===== src/rtl/ex_operand_stage_pkg.sv =====
// ---------------------------------------------------------------------------
// ex_operand_stage_pkg
// Shared constants for the ID/EX operand stage: default datapath and
// register-address widths, the hardwired-zero register index and the ALU
// operation encodings understood by the downstream ALU.
// ---------------------------------------------------------------------------
package ex_operand_stage_pkg;

  localparam int DEF_DW   = 32;
  localparam int DEF_AW   = 5;

  // Register 0 always reads as zero, so it is never a forwarding target.
  localparam int REG_ZERO = 0;

  typedef enum logic [2:0] {
    ALU_ADD = 3'd0,
    ALU_SUB = 3'd1,
    ALU_AND = 3'd2,
    ALU_OR  = 3'd3,
    ALU_SRL = 3'd4,
    ALU_SRA = 3'd5
  } alu_op_e;

endpackage


===== src/rtl/ex_operand_stage_fwd_mux.sv =====
// ---------------------------------------------------------------------------
// ex_operand_stage_fwd_mux
// Selects the freshest value for one latched source operand.
// Ports:
//   addr     - latched source register index
//   value    - latched register-file value for that index
//   mem_*    - write enable / destination / data of the MEM-stage producer
//   wb_*     - write enable / destination / data of the WB-stage producer
//   fwd_val  - forwarded operand value
// ---------------------------------------------------------------------------
module ex_operand_stage_fwd_mux
  import ex_operand_stage_pkg::*;
#(
  parameter int DW = DEF_DW,
  parameter int AW = DEF_AW
) (
  input  logic [AW-1:0] addr,
  input  logic [DW-1:0] value,
  input  logic          mem_we,
  input  logic [AW-1:0] mem_addr,
  input  logic [DW-1:0] mem_data,
  input  logic          wb_we,
  input  logic [AW-1:0] wb_addr,
  input  logic [DW-1:0] wb_data,
  output logic [DW-1:0] fwd_val
);

  logic not_zero;

  // Register 0 is never overridden; the latched value is already 0.
  assign not_zero = (addr != AW'(REG_ZERO));

  // MEM holds the younger producer, so it takes priority over WB.
  always_comb begin
    fwd_val = value;
    if (mem_we && (mem_addr == addr) && not_zero) begin
      fwd_val = mem_data;
    end else if (wb_we && (wb_addr == addr) && not_zero) begin
      fwd_val = wb_data;
    end
  end

endmodule


===== src/rtl/ex_operand_stage.sv =====
// ---------------------------------------------------------------------------
// ex_operand_stage
// ID/EX pipeline register feeding the ALU. Latches decoded operands and
// control, forwards MEM/WB results onto rs/rt, and picks immediate or rt
// for operand B. Supports hazard-unit stall (hold) and flush (bubble).
// Ports:
//   clk, reset           - clock, asynchronous active-low reset
//   id_*                 - decoded instruction from ID
//   stall, flush         - hazard-unit controls (flush wins)
//   mem_*, wb_*          - forwarding sources from MEM and WB
//   alu_A, alu_B, alu_op - ALU inputs
//   ex_valid, ex_rd_addr, ex_regwrite - control passed down the pipe
// ---------------------------------------------------------------------------
module ex_operand_stage
  import ex_operand_stage_pkg::*;
#(
  parameter int DW = DEF_DW,
  parameter int AW = DEF_AW
) (
  input  logic          clk,
  input  logic          reset,
  input  logic          id_valid,
  input  logic [DW-1:0] id_rs_val,
  input  logic [DW-1:0] id_rt_val,
  input  logic [AW-1:0] id_rs_addr,
  input  logic [AW-1:0] id_rt_addr,
  input  logic [DW-1:0] id_imm32,
  input  logic          id_use_imm,
  input  logic [2:0]    id_aluop,
  input  logic [AW-1:0] id_rd_addr,
  input  logic          id_regwrite,
  input  logic          stall,
  input  logic          flush,
  input  logic          mem_we,
  input  logic [AW-1:0] mem_addr,
  input  logic [DW-1:0] mem_data,
  input  logic          wb_we,
  input  logic [AW-1:0] wb_addr,
  input  logic [DW-1:0] wb_data,
  output logic [DW-1:0] alu_A,
  output logic [DW-1:0] alu_B,
  output logic [2:0]    alu_op,
  output logic          ex_valid,
  output logic [AW-1:0] ex_rd_addr,
  output logic          ex_regwrite
);

  logic          valid;
  logic [DW-1:0] rs_val;
  logic [DW-1:0] rt_val;
  logic [AW-1:0] rs_addr;
  logic [AW-1:0] rt_addr;
  logic [DW-1:0] imm32;
  logic          use_imm;
  logic [2:0]    aluop;
  logic [AW-1:0] rd_addr;
  logic          regwrite;

  logic [DW-1:0] fwd_rs;
  logic [DW-1:0] fwd_rt;

  ex_operand_stage_fwd_mux #(.DW(DW), .AW(AW)) u_fwd_rs (
    .addr     (rs_addr),
    .value    (rs_val),
    .mem_we   (mem_we),
    .mem_addr (mem_addr),
    .mem_data (mem_data),
    .wb_we    (wb_we),
    .wb_addr  (wb_addr),
    .wb_data  (wb_data),
    .fwd_val  (fwd_rs)
  );

  ex_operand_stage_fwd_mux #(.DW(DW), .AW(AW)) u_fwd_rt (
    .addr     (rt_addr),
    .value    (rt_val),
    .mem_we   (mem_we),
    .mem_addr (mem_addr),
    .mem_data (mem_data),
    .wb_we    (wb_we),
    .wb_addr  (wb_addr),
    .wb_data  (wb_data),
    .fwd_val  (fwd_rt)
  );

  // Flush beats stall beats load. While stalled, the operand values are
  // rewritten with their forwarded versions so a producer that retires
  // during the stall is captured before it leaves WB.
  always_ff @(posedge clk or negedge reset) begin
    if (!reset) begin
      valid    <= 1'b0;
      rs_val   <= '0;
      rt_val   <= '0;
      rs_addr  <= '0;
      rt_addr  <= '0;
      imm32    <= '0;
      use_imm  <= 1'b0;
      aluop    <= ALU_ADD;
      rd_addr  <= '0;
      regwrite <= 1'b0;
    end else if (flush) begin
      valid    <= 1'b0;
      rs_val   <= '0;
      rt_val   <= '0;
      rs_addr  <= '0;
      rt_addr  <= '0;
      imm32    <= '0;
      use_imm  <= 1'b0;
      aluop    <= ALU_ADD;
      rd_addr  <= '0;
      regwrite <= 1'b0;
    end else if (stall) begin
      rs_val   <= fwd_rs;
      rt_val   <= fwd_rt;
    end else begin
      valid    <= id_valid;
      rs_val   <= id_rs_val;
      rt_val   <= id_rt_val;
      rs_addr  <= id_rs_addr;
      rt_addr  <= id_rt_addr;
      imm32    <= id_imm32;
      use_imm  <= id_use_imm;
      aluop    <= id_aluop;
      rd_addr  <= id_rd_addr;
      regwrite <= id_regwrite & id_valid;
    end
  end

  assign alu_A       = fwd_rs;
  assign alu_B       = use_imm ? imm32 : fwd_rt;
  assign alu_op      = aluop;
  assign ex_valid    = valid;
  assign ex_rd_addr  = rd_addr;
  assign ex_regwrite = regwrite & valid;

endmodule


===== config.mk =====
export PLATFORM = sky130hd
export DESIGN_NAME = ex_operand_stage
export DESIGN_NICKNAME = d
export VERILOG_FILES = /design/src/rtl/ex_operand_stage_pkg.sv /design/src/rtl/ex_operand_stage_fwd_mux.sv /design/src/rtl/ex_operand_stage.sv
export SDC_FILE = /design/constraint.sdc
export NUM_CORES = 1
export LEC_CHECK = 0
export ABC_CLOCK_PERIOD_IN_PS = 5900
export BUFFER_PORTS_ARGS = -buffer_cell sky130_fd_sc_hd__clkbuf_2
export CAP_MARGIN = 30
export CORE_UTILIZATION = 52
export DETAILED_ROUTE_END_ITERATION = 8
export GPL_TIMING_DRIVEN = 0
export PLACE_DENSITY = 0.86
export SLEW_MARGIN = 40
export SYNTH_ARGS = -nofsm -noshare
export SYNTH_HDL_FRONTEND = slang
export SYNTH_SLANG_ARGS = --single-unit
export TNS_END_PERCENT = 10

===== constraint.sdc =====
create_clock -name clk -period 5.9 [get_ports clk]
set_input_delay 0.885 -clock clk [delete_from_list [all_inputs] [get_ports clk]]
set_output_delay 0.885 -clock clk [all_outputs]
set_load 0.005 [all_outputs]

==> impl_metrics.ini <==
[status]
status = complete, but fails checks
failed_checks = design-rule violations

[worst_setup_path]
path_max_fanout = 10
r2r_cells = 7
slowest_stage = a211oi_2
cpMostUsedCell = clkbuf_2
startpoint_type = input pin
crit_path_end_kind = primary output
r2r_slack_ns = 3.41
arrival_ns = 2.84
r2r-end = rt_val[15]
worst_ep_required_time_ns = 5.02
reg2reg_from = rt_addr[3]
cp_cell_sequence = clkbuf_2 > or3_1 > a211oi_2 > buf_4 > mux2i_1 > a21oi_1 > clkbuf_2
path_class = in -> out
critPathMaxStageDelay_ns = 0.52

[route]
via_count = 6742
drc_errors = 17
first_iter_violations = 679
routedWlPerCell_microns = 20.4
routed_wl_microns = 22400
dr.pass1.iters = 8
via_per_inst = 6.14
ant_nets = 0

[global_routing]
grt_usage_pct = 36.0
grt_pass1_vias = 6529
grt_pass1_wl_microns = 34300
grt_max_degree = 69
overflow = 0
antenna_found_initial = 0

[die]
dieArea_sq_um = 12600
ios = 271
die_x_microns = 112
dieHeight_microns = 112
start_util_pct = 54.3
core_sq_um = 11700
rows = 39

[synthesis]
synth_compound_area_share_pct = 23.3
syn_avg_cell_area_sq_um = 9.66
yosys.area_share.adder_pct = 0
netlist_instances = 655
yosys.area_share.xor_xnor_pct = 2.49
syn-cell-area_sq_um = 6330
synth-simple-area-share_pct = 10.3
synth_seq_cells = 117
synth_top_family_by_area = compound AO/OA/AOI/OAI gates
syn-num-nets = 852
yosysSeqAreaShare_pct = 46.3
yosysWarnings = 0
synth.area.mux_share_pct = 13.1
synth_cell_types = 33

[power]
power.leakage_nw = 4.08
p_per_area_nw_per_um2 = 265
vdd_drop_max_mv = 0.203
power_w = 0.00224

[sta]
slew_headroom_pct = 47.4
finalCriticalPeriod_ns = 3.73
fin_tns_setup_ns = 0
worst_pin_slew_ns = 0.787
hold_slack_ns = 0.407
max_freq_ghz = 0.268
rsz0062_at_grt = false
setup_violations = 0
finalHoldViolCount = 0
drv_slew = 0
fin_crit_sh_pct = 63.2
clock_skew_ns = 0.00866

[worst_hold_path]
hp-class = in -> async

[layout]
nets = 1141
layout_commonest_cell = clkbuf_2
stdcell_area_sq_um = 8450
drive_gt1_share_pct = 33.1
finish.utilization_pct = 72.4
mostFrequentLayoutCells = clkbuf_2 (268), dfrtp_1 (117), mux2i_1 (83)
syn_to_final_growth_pct = 33.5
diodes = 0

[clocking]
numCtsBuffers = 17
cts_tree = built
hold_buffers = 0
clock-sinks = 117
cts-root-buf = clkbuf_16
clk_path_buf_depth = 2
cts_resized = 0
clkLatencyLatePin_ns = 0.42
htreeDepth = 4
clkTransAtPathRegs_ns = 0.05
postCtsSetupRepairBufs = 0

[placed_design]
hpwl_microns = 16700
place_congestion = 0.968
placed_area_sq_um = 7890
port_buffers = 269

[flow_run]
maxCapViolCount = 0
-- metrics by stage --
step	worst slack, ns	cells
2_1_floorplan	2.82	655
5_1_grt	2.02	1098
6_report	2.17	1098
4_1_cts	2.19	1098
3_5_place_dp	2.19	1068
3_3_place_gp	2.22	1067
-- logic make-up after synthesis --
kind of cell    after synthesis
simple gates                139
xor+xnor                     18
mux                          83
flops                       117
buf+inv                      66
compound gates              232
-- Yosys cell counts, drive strengths merged --
master | count | share of area (%)
dfrtp | 117 | 46
mux2i | 83 | 13
o21ai | 65 | 5.1
nor2 | 54 | 3.2
clkbuf | 51 | 3.0
nand3 | 34 | 2.7
a21oi | 33 | 2.6
a22oi | 33 | 3.9
a31oi | 33 | 3.3
nor3 | 33 | 2.6
a22o | 32 | 4.4
o22ai | 32 | 3.2
xnor2 | 15 | 2.1
buf | 14 | 1.5
nand2 | 4 | 0.24
nand4 | 3 | 0.30
xor2 | 3 | 0.42
and2 | 2 | 0.20
and4 | 2 | 0.28
nor2b | 2 | 0.20
o211ai | 2 | 0.40
or2 | 2 | 0.20
a211oi | 1 | 0.20
inv | 1 | 0.059
nor4 | 1 | 0.099
o211a | 1 | 0.16
or3 | 1 | 0.099
or4 | 1 | 0.18
-- area by class of cell --
type / instances / area [sq um]
Fill cell: 893 / 3210
Multi-Input combinational cell: 472 / 3110
Clock buffer: 27 / 543
Buffer: 65 / 287
Timing Repair Buffer: 270 / 1380
Tap cell: 143 / 179
Clock inverter: 3 / 15.0
Inverter: 1 / 3.75
Sequential cell: 117 / 2930
-- where the power goes --
| group | leakage [nW] | switching (W) | internal, W |
|---|---|---|---|
| Combinational | 2.25 | 0.000231 | 0.000169 |
| Clock | 0.281 | 0.000346 | 0.000618 |
| Sequential | 1.55 | 0.0000232 | 0.000850 |
| Total | 4.08 | 0.000600 | 0.00164 |
-- registers in the layout (all words and copies together) (netlist names) --
signal	count
alu_op	3
ex_rd_addr	5
ex_valid	1
imm32	32
regwrite	1
rs_addr	5
rs_val	32
rt_addr	5
rt_val	32
use_imm	1
-- routing by layer --
layer / track usage (%) / vias up / routed length [microns]
met3: 8.91 / 60 / 1970
met2: 58.6 / 405 / 10900
li1: - / 3044 / -
met5: 0 / - / 0
met1: 45.9 / 3233 / 8850
met4: 15.4 / 0 / 666
-- how the worst max path moves through the flow --
stage / start / end / slack [ns] / cells after the start
floorplan: wb_addr[2] / alu_B[31] / 2.82 / 5
global placement: reset / imm32[24] / 2.22 / 1
detailed placement: wb_addr[2] / alu_B[10] / 2.19 / 7
CTS: wb_addr[2] / alu_B[6] / 2.19 / 7
global route: rs_addr[4] / alu_A[31] / 2.02 / 8
finish: wb_addr[2] / alu_B[6] / 2.17 / 7
-- critical path: cells and delay by family --
kind	cells	cell delay, ns
buffers and inverters	3	0.58
AO/OA/AOI/OAI	2	0.66
multiplexers	1	0.32
AND/OR/NAND/NOR	1	0.39
Power figures use the tool's default switching activity.
